==> config.mk <==
export PLATFORM = sky130hd
export DESIGN_NAME = cache_fill_fsm
export DESIGN_NICKNAME = d
export VERILOG_FILES = /design/src/rtl/cache_fill_fsm_pkg.sv /design/src/rtl/cache_fill_fsm_counter.sv /design/src/rtl/cache_fill_fsm.sv
export SDC_FILE = /design/constraint.sdc
export NUM_CORES = 1
export LEC_CHECK = 0
export ABC_AREA = 1
export BUFFER_PORTS_ARGS = -buffer_cell sky130_fd_sc_hd__clkbuf_2
export CORE_MARGIN = 2
export CORE_UTILIZATION = 43
export CTS_BUF_LIST = sky130_fd_sc_hd__clkbuf_8
export DETAILED_ROUTE_END_ITERATION = 7
export PLACE_DENSITY = 0.83
export SYNTH_ARGS = -nofsm -noshare
export SYNTH_HDL_FRONTEND = slang
export SYNTH_SLANG_ARGS = --single-unit
==> constraint.sdc <==
create_clock -name clk -period 1.6 [get_ports clk]
set_clock_uncertainty 0.15 [all_clocks]
set_input_delay 0.08 -clock clk [delete_from_list [all_inputs] [get_ports clk]]
set_output_delay 0.08 -clock clk [all_outputs]
set_load 0.03 [all_outputs]
==> src/rtl/cache_fill_fsm_pkg.sv <==
`default_nettype none
// ============================================================================
// Module   : cache_fill_fsm_pkg
// Purpose  : Shared types and constants for the cache block fill engine:
//            FSM state encoding, default block geometry and the helper that
//            derives the byte-offset mask of one cache block.
// Revision : 1.0 - initial release
// ============================================================================
package cache_fill_fsm_pkg;

    // Default geometry: 16-bit byte addresses, 8 x 16-bit words per block.
    localparam int DEF_ADDR_WIDTH      = 16;
    localparam int DEF_WORDS_PER_BLOCK = 8;
    localparam int DEF_OFFSET_W        = $clog2(DEF_WORDS_PER_BLOCK);

    // Byte-offset bits inside one block (two bytes per word).
    function automatic int block_offset_mask(input int words_per_block);
        return (2 * words_per_block) - 1;
    endfunction

    localparam int DEF_BLOCK_OFFSET_MASK = block_offset_mask(DEF_WORDS_PER_BLOCK);

    // Explicitly encoded, explicitly sized fill FSM state.
    typedef enum logic [0:0] {
        ST_IDLE = 1'b0,
        ST_FILL = 1'b1
    } state_t;

endpackage : cache_fill_fsm_pkg
`default_nettype wire

==> src/rtl/cache_fill_fsm_counter.sv <==
`default_nettype none
// ============================================================================
// Module   : fill_counter
// Purpose  : Saturating up-counter with synchronous clear and count enable.
//            Counts 0..MAX_VAL and then holds at MAX_VAL; clear wins over
//            enable.
// Ports    : clk   - clock, rising edge
//            rst   - asynchronous active-high reset (count -> 0)
//            clr   - synchronous clear to 0
//            en    - increment enable (ignored at saturation)
//            count - current count value
// Revision : 1.0 - initial release
// ============================================================================
module fill_counter #(
    parameter int WIDTH   = 4,
    parameter int MAX_VAL = 8
) (
    input  logic             clk,
    input  logic             rst,
    input  logic             clr,
    input  logic             en,
    output logic [WIDTH-1:0] count
);

    localparam logic [WIDTH-1:0] c_MAX = WIDTH'(MAX_VAL);

    logic [WIDTH-1:0] r_count;

    always_ff @(posedge clk or posedge rst) begin
        if (rst) begin
            r_count <= '0;
        end else if (clr) begin
            r_count <= '0;
        end else if (en && (r_count != c_MAX)) begin
            r_count <= r_count + WIDTH'(1);
        end
    end

    assign count = r_count;

endmodule : fill_counter
`default_nettype wire

==> src/rtl/cache_fill_fsm.sv <==
`default_nettype none
// ============================================================================
// Module   : cache_fill_fsm
// Purpose  : Read-only memory initiator that fills one cache block on a miss.
//            Issues WORDS_PER_BLOCK word reads back-to-back, streams each
//            returned word into the data array and writes the tag together
//            with the last word. fsm_busy stalls the pipeline meanwhile.
// Ports    : clk, rst                      - clock / async active-high reset
//            miss_detected, miss_address   - miss request (sampled in IDLE)
//            fsm_busy                      - fill in progress (stall)
//            mem_addr, mem_en, mem_wr      - memory request side
//            mem_data_out, mem_data_valid  - memory response side
//            write_data_array, word_offset,
//            fill_data                     - data-array write port
//            write_tag_array               - tag/valid write strobe
// Revision : 1.0 - initial release
// ============================================================================
module cache_fill_fsm
    import cache_fill_fsm_pkg::*;
#(
    parameter int ADDR_WIDTH      = DEF_ADDR_WIDTH,
    parameter int WORDS_PER_BLOCK = DEF_WORDS_PER_BLOCK   // power of 2
) (
    input  logic                               clk,
    input  logic                               rst,
    input  logic                               miss_detected,
    input  logic [ADDR_WIDTH-1:0]              miss_address,
    output logic                               fsm_busy,
    output logic [ADDR_WIDTH-1:0]              mem_addr,
    output logic                               mem_en,
    output logic                               mem_wr,
    input  logic [15:0]                        mem_data_out,
    input  logic                               mem_data_valid,
    output logic                               write_data_array,
    output logic                               write_tag_array,
    output logic [$clog2(WORDS_PER_BLOCK)-1:0] word_offset,
    output logic [15:0]                        fill_data
);

    localparam int c_OFFSET_W = $clog2(WORDS_PER_BLOCK);
    // One extra bit so a counter can represent "all WORDS_PER_BLOCK done".
    localparam int c_CNT_W    = c_OFFSET_W + 1;

    localparam logic [c_CNT_W-1:0]    c_WPB_CNT    = c_CNT_W'(WORDS_PER_BLOCK);
    localparam logic [c_CNT_W-1:0]    c_LAST_CNT   = c_CNT_W'(WORDS_PER_BLOCK - 1);
    localparam logic [ADDR_WIDTH-1:0] c_BLOCK_MASK =
        ~ADDR_WIDTH'(block_offset_mask(WORDS_PER_BLOCK));

    state_t                  r_state;
    state_t                  w_next_state;
    logic [ADDR_WIDTH-1:0]   r_base;
    logic [c_CNT_W-1:0]      w_issue_cnt;
    logic [c_CNT_W-1:0]      w_rcv_cnt;
    logic                    w_start;
    logic                    w_issuing;
    logic                    w_rcv_write;
    logic                    w_last_rcv;
    logic [c_OFFSET_W-1:0]   w_addr_idx;

    // ------------------------------------------------------------------
    // Control terms shared by the three FSM processes and the counters.
    // ------------------------------------------------------------------
    assign w_start     = (r_state == ST_IDLE) && miss_detected;
    assign w_issuing   = (r_state == ST_FILL) && (w_issue_cnt < c_WPB_CNT);
    // The rcv_cnt bound keeps an out-of-protocol extra strobe from writing.
    assign w_rcv_write = (r_state == ST_FILL) && mem_data_valid && (w_rcv_cnt < c_WPB_CNT);
    assign w_last_rcv  = w_rcv_write && (w_rcv_cnt == c_LAST_CNT);

    // ------------------------------------------------------------------
    // Request and response counters.
    // ------------------------------------------------------------------
    fill_counter #(
        .WIDTH   (c_CNT_W),
        .MAX_VAL (WORDS_PER_BLOCK)
    ) u_issue_cnt (
        .clk   (clk),
        .rst   (rst),
        .clr   (w_start),
        .en    (w_issuing),
        .count (w_issue_cnt)
    );

    fill_counter #(
        .WIDTH   (c_CNT_W),
        .MAX_VAL (WORDS_PER_BLOCK)
    ) u_rcv_cnt (
        .clk   (clk),
        .rst   (rst),
        .clr   (w_start),
        .en    (w_rcv_write),
        .count (w_rcv_cnt)
    );

    // Block base is latched once per miss; misses during FILL are ignored.
    always_ff @(posedge clk or posedge rst) begin
        if (rst) begin
            r_base <= '0;
        end else if (w_start) begin
            r_base <= miss_address & c_BLOCK_MASK;
        end
    end

    // ------------------------------------------------------------------
    // FSM: state register
    // ------------------------------------------------------------------
    always_ff @(posedge clk or posedge rst) begin
        if (rst) begin
            r_state <= ST_IDLE;
        end else begin
            r_state <= w_next_state;
        end
    end

    // ------------------------------------------------------------------
    // FSM: next-state logic
    // ------------------------------------------------------------------
    always_comb begin
        w_next_state = r_state;
        case (r_state)
            ST_IDLE: if (miss_detected) w_next_state = ST_FILL;
            ST_FILL: if (w_last_rcv)    w_next_state = ST_IDLE;
            default:                    w_next_state = ST_IDLE;
        endcase
    end

    // Once the issue counter saturates, the address index sticks at the last
    // word so mem_addr holds its final value. From reset the counter is 0,
    // which together with the cleared base presents address 0.
    assign w_addr_idx = w_issue_cnt[c_CNT_W-1] ? {c_OFFSET_W{1'b1}}
                                               : w_issue_cnt[c_OFFSET_W-1:0];

    // ------------------------------------------------------------------
    // FSM: output logic
    // ------------------------------------------------------------------
    always_comb begin
        fsm_busy         = 1'b0;
        mem_en           = 1'b0;
        mem_wr           = 1'b0;
        mem_addr         = r_base | ADDR_WIDTH'({w_addr_idx, 1'b0});
        write_data_array = 1'b0;
        write_tag_array  = 1'b0;
        word_offset      = '0;
        fill_data        = '0;
        case (r_state)
            ST_IDLE: begin
                // Stall starts combinationally in the miss cycle itself.
                fsm_busy = miss_detected;
            end
            ST_FILL: begin
                fsm_busy         = 1'b1;
                mem_en           = w_issuing;
                write_data_array = w_rcv_write;
                write_tag_array  = w_last_rcv;
                if (w_rcv_write) begin
                    word_offset = w_rcv_cnt[c_OFFSET_W-1:0];
                    fill_data   = mem_data_out;
                end
            end
            default: begin
                fsm_busy = 1'b0;
            end
        endcase
    end

endmodule : cache_fill_fsm
`default_nettype wire

==> flow_summary.json, run 1 <==
{
  "synth_edf_count": 0,
  "cp_max_fo": 6,
  "yosysMostFrequentCell": "nand2_1",
  "status": "complete, no violations",
  "r2r-start": "r_state$_DFF_PP0_",
  "io_buffers": 69,
  "end_kind": "output pin",
  "die_area_um2": 3070,
  "antenna_found_initial": 0,
  "path_delay_family": "flip-flops",
  "path_clk_slew_ns": 0.07,
  "synth_warnings": 0,
  "cap_violations": 0,
  "synth_largest_area_cell": "dfrtp_1",
  "grt_use_total_pct": 18.2,
  "synthTopCellsByArea": "dfrtp_1 46%, nand2_1 17%, inv_1 9.2%",
  "path_cells": "inv_4 > nand3_4 > nor2_1 > clkbuf_2",
  "die_y_um": 55.4,
  "synth_top_area_share_pct": 46.2,
  "rsz0062_at_grt": "no",
  "required_ns": 1.37,
  "postSynthCellCount": 156,
  "worstSetupEndpoint": "fill_data[13]",
  "rows": 18,
  "ant_nets": 0,
  "grt_max_degree": 22,
  "period_needed_ns": 1.52,
  "num_vias": 1204,
  "insertion_delay_ns": 0.26,
  "critPathLaunch": "u_rcv_cnt.count[3]$_DFFE_PP0P_",
  "overflow": 0,
  "cts_tree": "yes",
  "fillers": 229,
  "postPlaceCellArea_um2": 1480,
  "cts_root_buffer": "clkbuf_8",
  "post_drt_wl_per_cell_um": 10.8,
  "path_buf_inv": 2,
  "grt_pass1_wl_um": 4590,
  "fmax_ghz": 0.659,
  "p_leak_nw": 1.09,
  "drv_slew": 0,
  "fin_crit_sh_pct": 94.8,
  "start_kind": "flip-flop",
  "ys_types": 18,
  "final_net_count": 282,
  "gp_congestion": 0.765,
  "ys_top_cells_by_count": "52 x nand2_1, 28 x inv_1, 24 x nor2_1",
  "setup-violations-final": 0,
  "dr.pass1.iters": 6,
  "place_hpwl_um": 1890,
  "fin_cells": 272,
  "power.density_nw_per_um2": 1630,
  "ir_drop_mv": 1.09,
  "async_flop_share_pct": 100,
  "crit_type": "reg -> out",
  "area_delta_synth_final_pct": 53.4,
  "r2r_cells": 5,
  "die_w_um": 55.4,
  "regArea_um2": 528,
  "final_cell_area_um2": 1740,
  "min_path_type": "in -> reg",
  "initial_core_util_pct": 45.5,
  "cp.arrival_ns": 1.29,
  "cpPeakStageDelay_ns": 0.45,
  "fin_tns_setup_ns": 0,
  "dp_cells": 251,
  "viasPerCell": 4.43,
  "yosysSeqAreaShare_pct": 46.2,
  "core_um2": 2500,
  "synth_area_um2": 1140,
  "multi_input_area_um2": 487,
  "grt_pass1_vias": 1113,
  "hold_viol_final": 0,
  "whs_ns": 0.131,
  "numClockSinks": 21,
  "r2r_setup_slack_ns": 0.20,
  "diodes": 0,
  "routed_wirelength_um": 2930,
  "yosys_register_bits": 21,
  "avgSynthCellArea_um2": 7.29,
  "r2r_end": "r_base[12]$_DFFE_PP0P_",
  "htreeDepth": 1,
  "drt_iter0_markers": 25,
  "drive_above_1_share_pct": 37.6,
  "io-pin-count": 76,
  "drc": 0,
  "cp.depth": 4,
  "critPathSlowestCell": "dfrtp_2",
  "clockBufferDepth": 2,
  "synthFlopType": "dfrtp_1",
  "cts_made_buffers": 3
}
-- per-layer routing --
layer	global-route usage [%]	vias to the layer above	wire (µm)
li1	-	623	-
met1	20.2	534	1200
met2	34.4	45	1550
met3	3.98	2	165
met4	5.23	0	16
met5	0	-	0
-- worst min-delay path: stages --
cell and delay (ns):
clkbuf_2 0.16, nand2_1 0.11, nor2_2 0.06, nand3_1 0.06, nand2_1 0.04
-- repair_timing --
action | in CTS | in global routing
hold buffers | 14 | 0
gates resized for setup | 4 | 22
endpoints found under the hold margin | 34 | 0
gates cloned | 1 | 1
setup buffers | 0 | 1
pin swaps | 1 | 1
setup endpoints to repair | 20 | 18
-- power breakdown --
group	internal [mW]	switching (mW)
Combinational	0.489	1.06
Sequential	0.760	0.186
Clock	0.176	0.176
-- registers in the layout (all words and copies together) (netlist names) --
| register | count |
|---|---|
| u_issue_cnt.count | 4 |
| u_rcv_cnt.count | 4 |
| r_base | 12 |
| r_state | 1 |
-- how the worst min path moves through the flow --
| stage | from | to | depth (start not counted) |
|---|---|---|---|
| floorplan | rst | r_base[10]$_DFFE_PP0P_ | 1 |
| global placement | rst | r_base[12]$_DFFE_PP0P_ | 3 |
| detailed placement | rst | u_issue_cnt.count[0]$_DFFE_PP0P_ | 3 |
| CTS | mem_data_valid | u_rcv_cnt.count[0]$_DFFE_PP0P_ | 5 |
| global route | mem_data_valid | u_rcv_cnt.count[0]$_DFFE_PP0P_ | 5 |
| finish | mem_data_valid | u_rcv_cnt.count[0]$_DFFE_PP0P_ | 5 |
-- placed cells by master (no fill, tap or decap), types with 3 or more instances in the layout --
cell type      instances
clkbuf_2              61
nand2_1               52
inv_1                 27
nor2_1                20
dfrtp_1               19
dlygate4sd3_1         14
nand3_1                9
clkbuf_4               7
nor2_2                 5
buf_4                  4
o21ai_0                3
nand3_4                3
ha_1                   3
clkbuf_8               3
-- through the flow --
stage	power, mW	utilization (%)	setup slack [ns]
after detailed placement	2.39	59.1	0.188
after floorplan	2.00	-	0.178
after global routing	3.07	69.8	0.00173
after CTS	2.80	67.5	0.0246
final	2.85	69.8	0.0828
after global placement	2.36	59.1	0.215
-- final cells by class --
| class | instances | area share, % |
|---|---|---|
| Sequential cell | 21 | 30.3 |
| Timing Repair Buffer | 86 | 30.3 |
| Multi-Input combinational cell | 101 | 27.9 |
| Inverter | 30 | 6.60 |
| Clock buffer | 3 | 2.37 |
| Tap cell | 30 | 2.15 |
| Clock inverter | 1 | 0.430 |
-- kinds of logic after synthesis --
group	after synthesis	synth area share (%)
and+or+nand+nor	90	32.8
adders and majority gates	3	3.30
xor gates and xnor gates	1	0.770
other	1	0.330
buffers and inverters	37	15.3
DFF	21	46.2
AOI/OAI and AO/OA	3	1.32
Note: power is estimated with default switching activity, not from simulation.
==> run 2, diff against run 1 <==
--- a/config.mk
+++ b/config.mk
@@ -8,10 +8,11 @@
 export ABC_AREA = 1
 export BUFFER_PORTS_ARGS = -buffer_cell sky130_fd_sc_hd__clkbuf_2
 export CORE_MARGIN = 2
-export CORE_UTILIZATION = 43
+export CORE_UTILIZATION = 45
 export CTS_BUF_LIST = sky130_fd_sc_hd__clkbuf_8
 export DETAILED_ROUTE_END_ITERATION = 7
 export PLACE_DENSITY = 0.83
 export SYNTH_ARGS = -nofsm -noshare
 export SYNTH_HDL_FRONTEND = slang
+export SYNTH_HIERARCHICAL = 1
 export SYNTH_SLANG_ARGS = --single-unit
==> run 2 against run 1 <==
  * Synthesized area increased by 13%
  * Critical path type unchanged
  * Fmax decreased by 0.58%
  * Highest routed layer unchanged
  * Via count increased by 7.6%
  * Flip-flop and latch count unchanged
==> flow_summary.json, run 2 <==
{
  "htreeDepth": 1,
  "drv_slew": 0,
  "fmax_ghz": 0.655,
  "min_path_type": "in -> reg",
  "place_hpwl_um": 2110,
  "r2r_setup_slack_ns": 0.17,
  "synth_warnings": 6,
  "postSynthCellCount": 181,
  "end_kind": "output pin",
  "yosysSeqAreaShare_pct": 41.0,
  "avgSynthCellArea_um2": 7.08,
  "postPlaceCellArea_um2": 1620,
  "dr.pass1.iters": 4,
  "cts_tree": "yes",
  "die_w_um": 57.4,
  "drc": 0,
  "rows": 19,
  "use_met2_pct": 32.0,
  "clockBufferDepth": 2,
  "final_cell_area_um2": 1830,
  "synth_top_area_share_pct": 41.0,
  "synth_largest_area_cell": "dfrtp_1",
  "top_usage_layer": "met2",
  "dp_cells": 278,
  "power.density_nw_per_um2": 1710,
  "overflow": 0,
  "ir_drop_mv": 1.33,
  "largest_reg_flops": 12,
  "final_net_count": 306,
  "routed_wirelength_um": 2850,
  "critPathSlowestCell": "dfrtp_1",
  "cp_max_fo": 20,
  "synth_edf_count": 0,
  "fin_crit_sh_pct": 95.4,
  "io_buffers": 69,
  "io-pin-count": 76,
  "r2r-start": "u_rcv_cnt/count[0]$_DFFE_PP0P_",
  "cpPeakStageDelay_ns": 0.42,
  "yosys_register_bits": 21,
  "worstSetupEndpoint": "fill_data[7]",
  "cts_root_buffer": "clkbuf_8",
  "grt_use_total_pct": 17.7,
  "synth_area_um2": 1280,
  "grt_pass1_vias": 1139,
  "drive_above_1_share_pct": 35.5,
  "numClockSinks": 21,
  "path_clk_slew_ns": 0.08,
  "final_common_cell": "clkbuf_2",
  "final_util_pct": 67.1,
  "mostFrequentLayoutCells": "58 x clkbuf_2, 52 x nand2_1, 38 x inv_1",
  "finalPower_mw": 3.15,
  "fin_cells": 296,
  "post_drt_wl_per_cell_um": 9.63,
  "path_cells": "inv_1 > nand3_2 > buf_6 > nor2_1 > clkbuf_2",
  "ys_top_cells_by_count": "52 x nand2_1, 38 x inv_1, 27 x nor2_1",
  "num_vias": 1295,
  "antenna_found_initial": 0,
  "grt_pass1_wl_um": 4640,
  "drt_iter0_markers": 47,
  "period_needed_ns": 1.53,
  "crit_type": "reg -> out",
  "yosysMostFrequentCell": "nand2_1",
  "ys_types": 19,
  "die_y_um": 57.4,
  "cap_violations": 0,
  "use_met1_pct": 21.2,
  "cp.arrival_ns": 1.30,
  "async_flop_share_pct": 100,
  "critPathLaunch": "u_rcv_cnt/count[3]$_DFFE_PP0P_",
  "cts_made_buffers": 3,
  "synthFlopType": "dfrtp_1",
  "insertion_delay_ns": 0.25,
  "ant_nets": 0,
  "r2r_cells": 8,
  "synthTopCellsByArea": "dfrtp_1 41%, nand2_1 15%, inv_1 11%",
  "gp_congestion": 0.811,
  "gr-usage-met3_pct": 3.63,
  "r2r_end": "u_rcv_cnt/count[1]$_DFFE_PP0P_",
  "viasPerCell": 4.38,
  "hold_viol_final": 0,
  "fin_tns_setup_ns": 0,
  "largest_register": "r_base",
  "setup-violations-final": 0,
  "status": "complete, no violations",
  "area_delta_synth_final_pct": 43.2,
  "diodes": 0,
  "required_ns": 1.37,
  "p_leak_nw": 1.17,
  "die_area_um2": 3290,
  "rsz0062_at_grt": "no",
  "core_um2": 2730,
  "grt_max_degree": 21,
  "initial_core_util_pct": 46.9,
  "start_kind": "flip-flop"
}
[run 2: changes by cell type after synthesis, sizes merged, moves of 2 or more]
cell / before / now
nor2: 25 / 29
xnor2: 0 / 2
nand2: 53 / 59
or2: 1 / 3
inv: 30 / 42
[run 2: cells by family (layout without fill, tap and decap cells)]
logic type / after synthesis / count (layout) / share of synthesized area, %
compound gates: 2 / 2 / 0.781
xor+xnor: 2 / 2 / 1.37
fa+ha+maj: 4 / 4 / 3.91
buf+inv: 48 / 131 / 17.2
flops: 21 / 21 / 41.0
other cells: 1 / 2 / 0.293
simple gates: 103 / 103 / 35.4
[run 2: layer usage]
metal  part of all wire (%)  routed length [µm]  vias up
li1                       -                   -      679
met1                     43                1230      557
met2                     48                1360       57
met3                    8.6                 245        2
met4                   0.35                  10        0
met5                      0                   0        -
[run 2: repair_timing]
action	CTS	global route
setup endpoints to repair	1	19
pin swaps	0	0
resized for setup	1	23
setup buffers	0	0
hold buffers	14	0
hold endpoints to repair	34	0
[run 2: worst max-delay path, delay by kind of cell, from the launching register on]
family | cells | cell delay [ns]
buffers and inverters | 3 | 0.46
flip-flops | 1 | 0.42
AND/OR/NAND/NOR | 2 | 0.17
[run 2: layout make-up]
type	instances	area [µm²]
tap	31	38.8
clock buffer	3	41.3
timing repair buffer	85	524
inverter	42	160
fill	235	900
clock inverter	1	5.00
multi-input combinational	113	539
sequential	21	526
[run 2: worst min path at each step]
stage / start / slack, ns / cells past startpoint / to
detailed placement: rst / -0.16 / 2 / u_rcv_cnt/count[3]$_DFFE_PP0P_
finish: mem_data_valid / 0.05 / 4 / r_state$_DFF_PP0_
global route: mem_data_valid / 0.07 / 4 / r_state$_DFF_PP0_
floorplan: rst / -0.30 / 1 / u_issue_cnt/count[0]$_DFFE_PP0P_
CTS: mem_data_valid / 0.04 / 4 / r_state$_DFF_PP0_
global placement: rst / -0.16 / 2 / u_rcv_cnt/count[3]$_DFFE_PP0P_
[run 2: power by group]
part           switching (mW)  internal [mW]  leakage (nW)  total, mW
Combinational            1.20          0.600         0.887       1.80
Clock                   0.164          0.173        0.0255      0.337
Sequential              0.232          0.777         0.260       1.01
[run 2: through the flow]
| step | setup slack [ns] | hold WS, ns |
|---|---|---|
| after floorplan | 0.0120 | -0.304 |
| after global placement | 0.220 | -0.159 |
| after detailed placement | 0.184 | -0.157 |
| after CTS | 0.0121 | 0.0401 |
| after global routing | 0.00152 | 0.0654 |
| final | 0.0739 | 0.0539 |
==> run 3, diff against run 2 <==
--- a/config.mk
+++ b/config.mk
@@ -7,11 +7,12 @@
 export LEC_CHECK = 0
 export ABC_AREA = 1
 export BUFFER_PORTS_ARGS = -buffer_cell sky130_fd_sc_hd__clkbuf_2
+export CORE_ASPECT_RATIO = 1.75
 export CORE_MARGIN = 2
-export CORE_UTILIZATION = 45
+export CORE_UTILIZATION = 40
 export CTS_BUF_LIST = sky130_fd_sc_hd__clkbuf_8
 export DETAILED_ROUTE_END_ITERATION = 7
-export PLACE_DENSITY = 0.83
+export PLACE_DENSITY = 0.79
 export SYNTH_ARGS = -nofsm -noshare
 export SYNTH_HDL_FRONTEND = slang
 export SYNTH_HIERARCHICAL = 1
==> constraint.sdc (replaced) <==
create_clock -name clk -period 1.3 [get_ports clk]
set_clock_uncertainty 0.15 [all_clocks]
set_input_delay 0.065 -clock clk [delete_from_list [all_inputs] [get_ports clk]]
set_output_delay 0.065 -clock clk [all_outputs]
set_load 0.03 [all_outputs]
==> run 3 against run 2 <==
  * The flow now finishes with violations (setup timing)
  * Clock power increased by 21%
  * Sequential share of layout area is 5.5 points lower
  * Utilization rose by 6.2 points
  * Register-to-register slack got worse by 0.22 ns
  * Cell area is 24% higher
  * Sequential power is 20% higher
  * Die area is 12% higher
  * Power is 54% higher
  * Via count rose by 12%
  * Worst hold slack gained 0.068 ns
  * Critical path depth unchanged
  * Critical path type unchanged
==> flow_summary.json, run 3 (same netlist as run 2, synthesis figures left out) <==
{
  "status": "complete, but fails checks",
  "violations": "setup timing",
  "cp.arrival_ns": 1.25,
  "switching_power_mw": 2.28,
  "drt_iter0_markers": 16,
  "fmax_ghz": 0.685,
  "routed_wirelength_um": 3800,
  "met2_length_um": 2200,
  "swShare_pct": 46.9,
  "cp_max_fo": 15,
  "drive_above_1_share_pct": 49.8,
  "io_buffers": 69,
  "numClockSinks": 21,
  "pwr-share-seq_pct": 24.8,
  "setup-violations-final": 40,
  "rows": 27,
  "final_util_pct": 73.3,
  "final_net_count": 326,
  "area_delta_synth_final_pct": 77.8,
  "htreeDepth": 1,
  "cts_made_buffers": 3,
  "hold_viol_final": 0,
  "die_area_um2": 3690,
  "min_path_type": "in -> async",
  "ant_nets": 0,
  "core_um2": 3110,
  "regArea_um2": 528,
  "die_w_um": 46.8,
  "mostFrequentLayoutCells": "50 x nand2_1, 43 x clkbuf_2, 30 x inv_1",
  "start_kind": "flip-flop",
  "dr.pass1.iters": 4,
  "post_drt_wl_per_cell_um": 11.6,
  "antenna_found_initial": 0,
  "fin_cells": 328,
  "final_cell_area_um2": 2280,
  "fillers": 213,
  "drv_slew": 0,
  "whs_ns": 0.122,
  "met3_length_um": 169,
  "dp_cells": 301,
  "viasPerCell": 4.41,
  "path_clk_slew_ns": 0.07,
  "drt-met1-wl_um": 1290,
  "cts_tree": "yes",
  "r2r_setup_slack_ns": -0.05,
  "clock_power_share_pct": 8.4,
  "p_int_mw": 2.58,
  "largest_reg_flops": 12,
  "required_ns": 1.09,
  "clockBufferDepth": 2,
  "initial_core_util_pct": 41.2,
  "finalPower_mw": 4.86,
  "drc": 0,
  "grt_use_total_pct": 20.8,
  "num_vias": 1447,
  "insertion_delay_ns": 0.26,
  "die_y_um": 78.9,
  "final_common_cell": "nand2_1",
  "dr.max_layer_used": "met4",
  "ir_drop_mv": 1.33,
  "overflow": 0,
  "fin_crit_sh_pct": 112,
  "fin_ws_ns": -0.160,
  "p_leak_nw": 1.31,
  "cap_violations": 0,
  "grt_pass1_wl_um": 5530,
  "largest_register": "r_base",
  "postPlaceCellArea_um2": 1740,
  "grt_max_degree": 16,
  "cts_root_buffer": "clkbuf_8",
  "period_needed_ns": 1.46,
  "gp_congestion": 0.799,
  "io-pin-count": 76,
  "power.density_nw_per_um2": 2130,
  "rsz0062_at_grt": "yes",
  "multi_input_area_um2": 644,
  "end_kind": "output pin",
  "place_hpwl_um": 2210,
  "combPwrFrac_pct": 66.8,
  "crit_type": "reg -> out",
  "grt_pass1_vias": 1380,
  "diodes": 0
}
## run 3: area by class of cell
cell class	instances	area share, %
clock buffers	3	1.81
clock inverters	1	0.165
inverters	42	7.14
multi-input cells	113	28.3
flip-flops and latches	21	23.2
well taps	43	2.36
repair buffers	105	37.1
## run 3: layer usage
metal / vias to the layer above / track usage (%)
li1: 722 / -
met1: 652 / 20.1
met2: 62 / 38.6
met3: 11 / 0.909
met4: 0 / 13.3
met5: - / 0
## run 3: critical path, stage by stage, from the launching register on
cell,delay (ns)
dfrtp_1,0.39
inv_2,0.07
nand3_4,0.09
buf_12,0.17
nor2_1,0.10
buf_4,0.17
## run 3: final timing paths
check                      cells after the start                          endpoint                            from
max                                            5                    word_offset[1]  u_rcv_cnt/count[3]$_DFFE_PP0P_
min                                            3  u_issue_cnt/count[1]$_DFFE_PP0P_                             rst
max in group asynchronous                      3            r_base[14]$_DFFE_PP0P_                             rst
min reg2reg                                    2             r_base[4]$_DFFE_PP0P_           r_base[4]$_DFFE_PP0P_
max reg2reg                                    9    u_rcv_cnt/count[0]$_DFFE_PP0P_               r_state$_DFF_PP0_
min in group clk                               5                 r_state$_DFF_PP0_                  mem_data_valid
## run 3: what timing repair did
action	4_1_cts	5_1_grt
buffers inserted	7	2
gates resized for setup	60	47
hold endpoints to repair	34	0
pin swaps	8	4
setup endpoints to repair	29	41
hold buffers	14	0
## run 3: power by group through the flow
| stage | clock network (mW) | logic [mW] | registers, mW |
|---|---|---|---|
| after global placement | 0 | 2.40 | 1.20 |
| final | 0.408 | 3.24 | 1.21 |
| after detailed placement | 0 | 2.45 | 1.20 |
| after global routing | 0.454 | 3.50 | 1.24 |
| after CTS | 0.422 | 2.95 | 1.19 |
| after floorplan | 0 | 1.33 | 1.54 |
## run 3: through the flow
| stage | setup slack [ns] | TNS [ns] |
|---|---|---|
| after floorplan | -0.0350 | -0.687 |
| after CTS | -0.170 | -3.54 |
| after detailed placement | -0.0421 | -0.109 |
| after global routing | -0.212 | -5.86 |
| after global placement | 0.00344 | 0 |
| final | -0.160 | -3.24 |
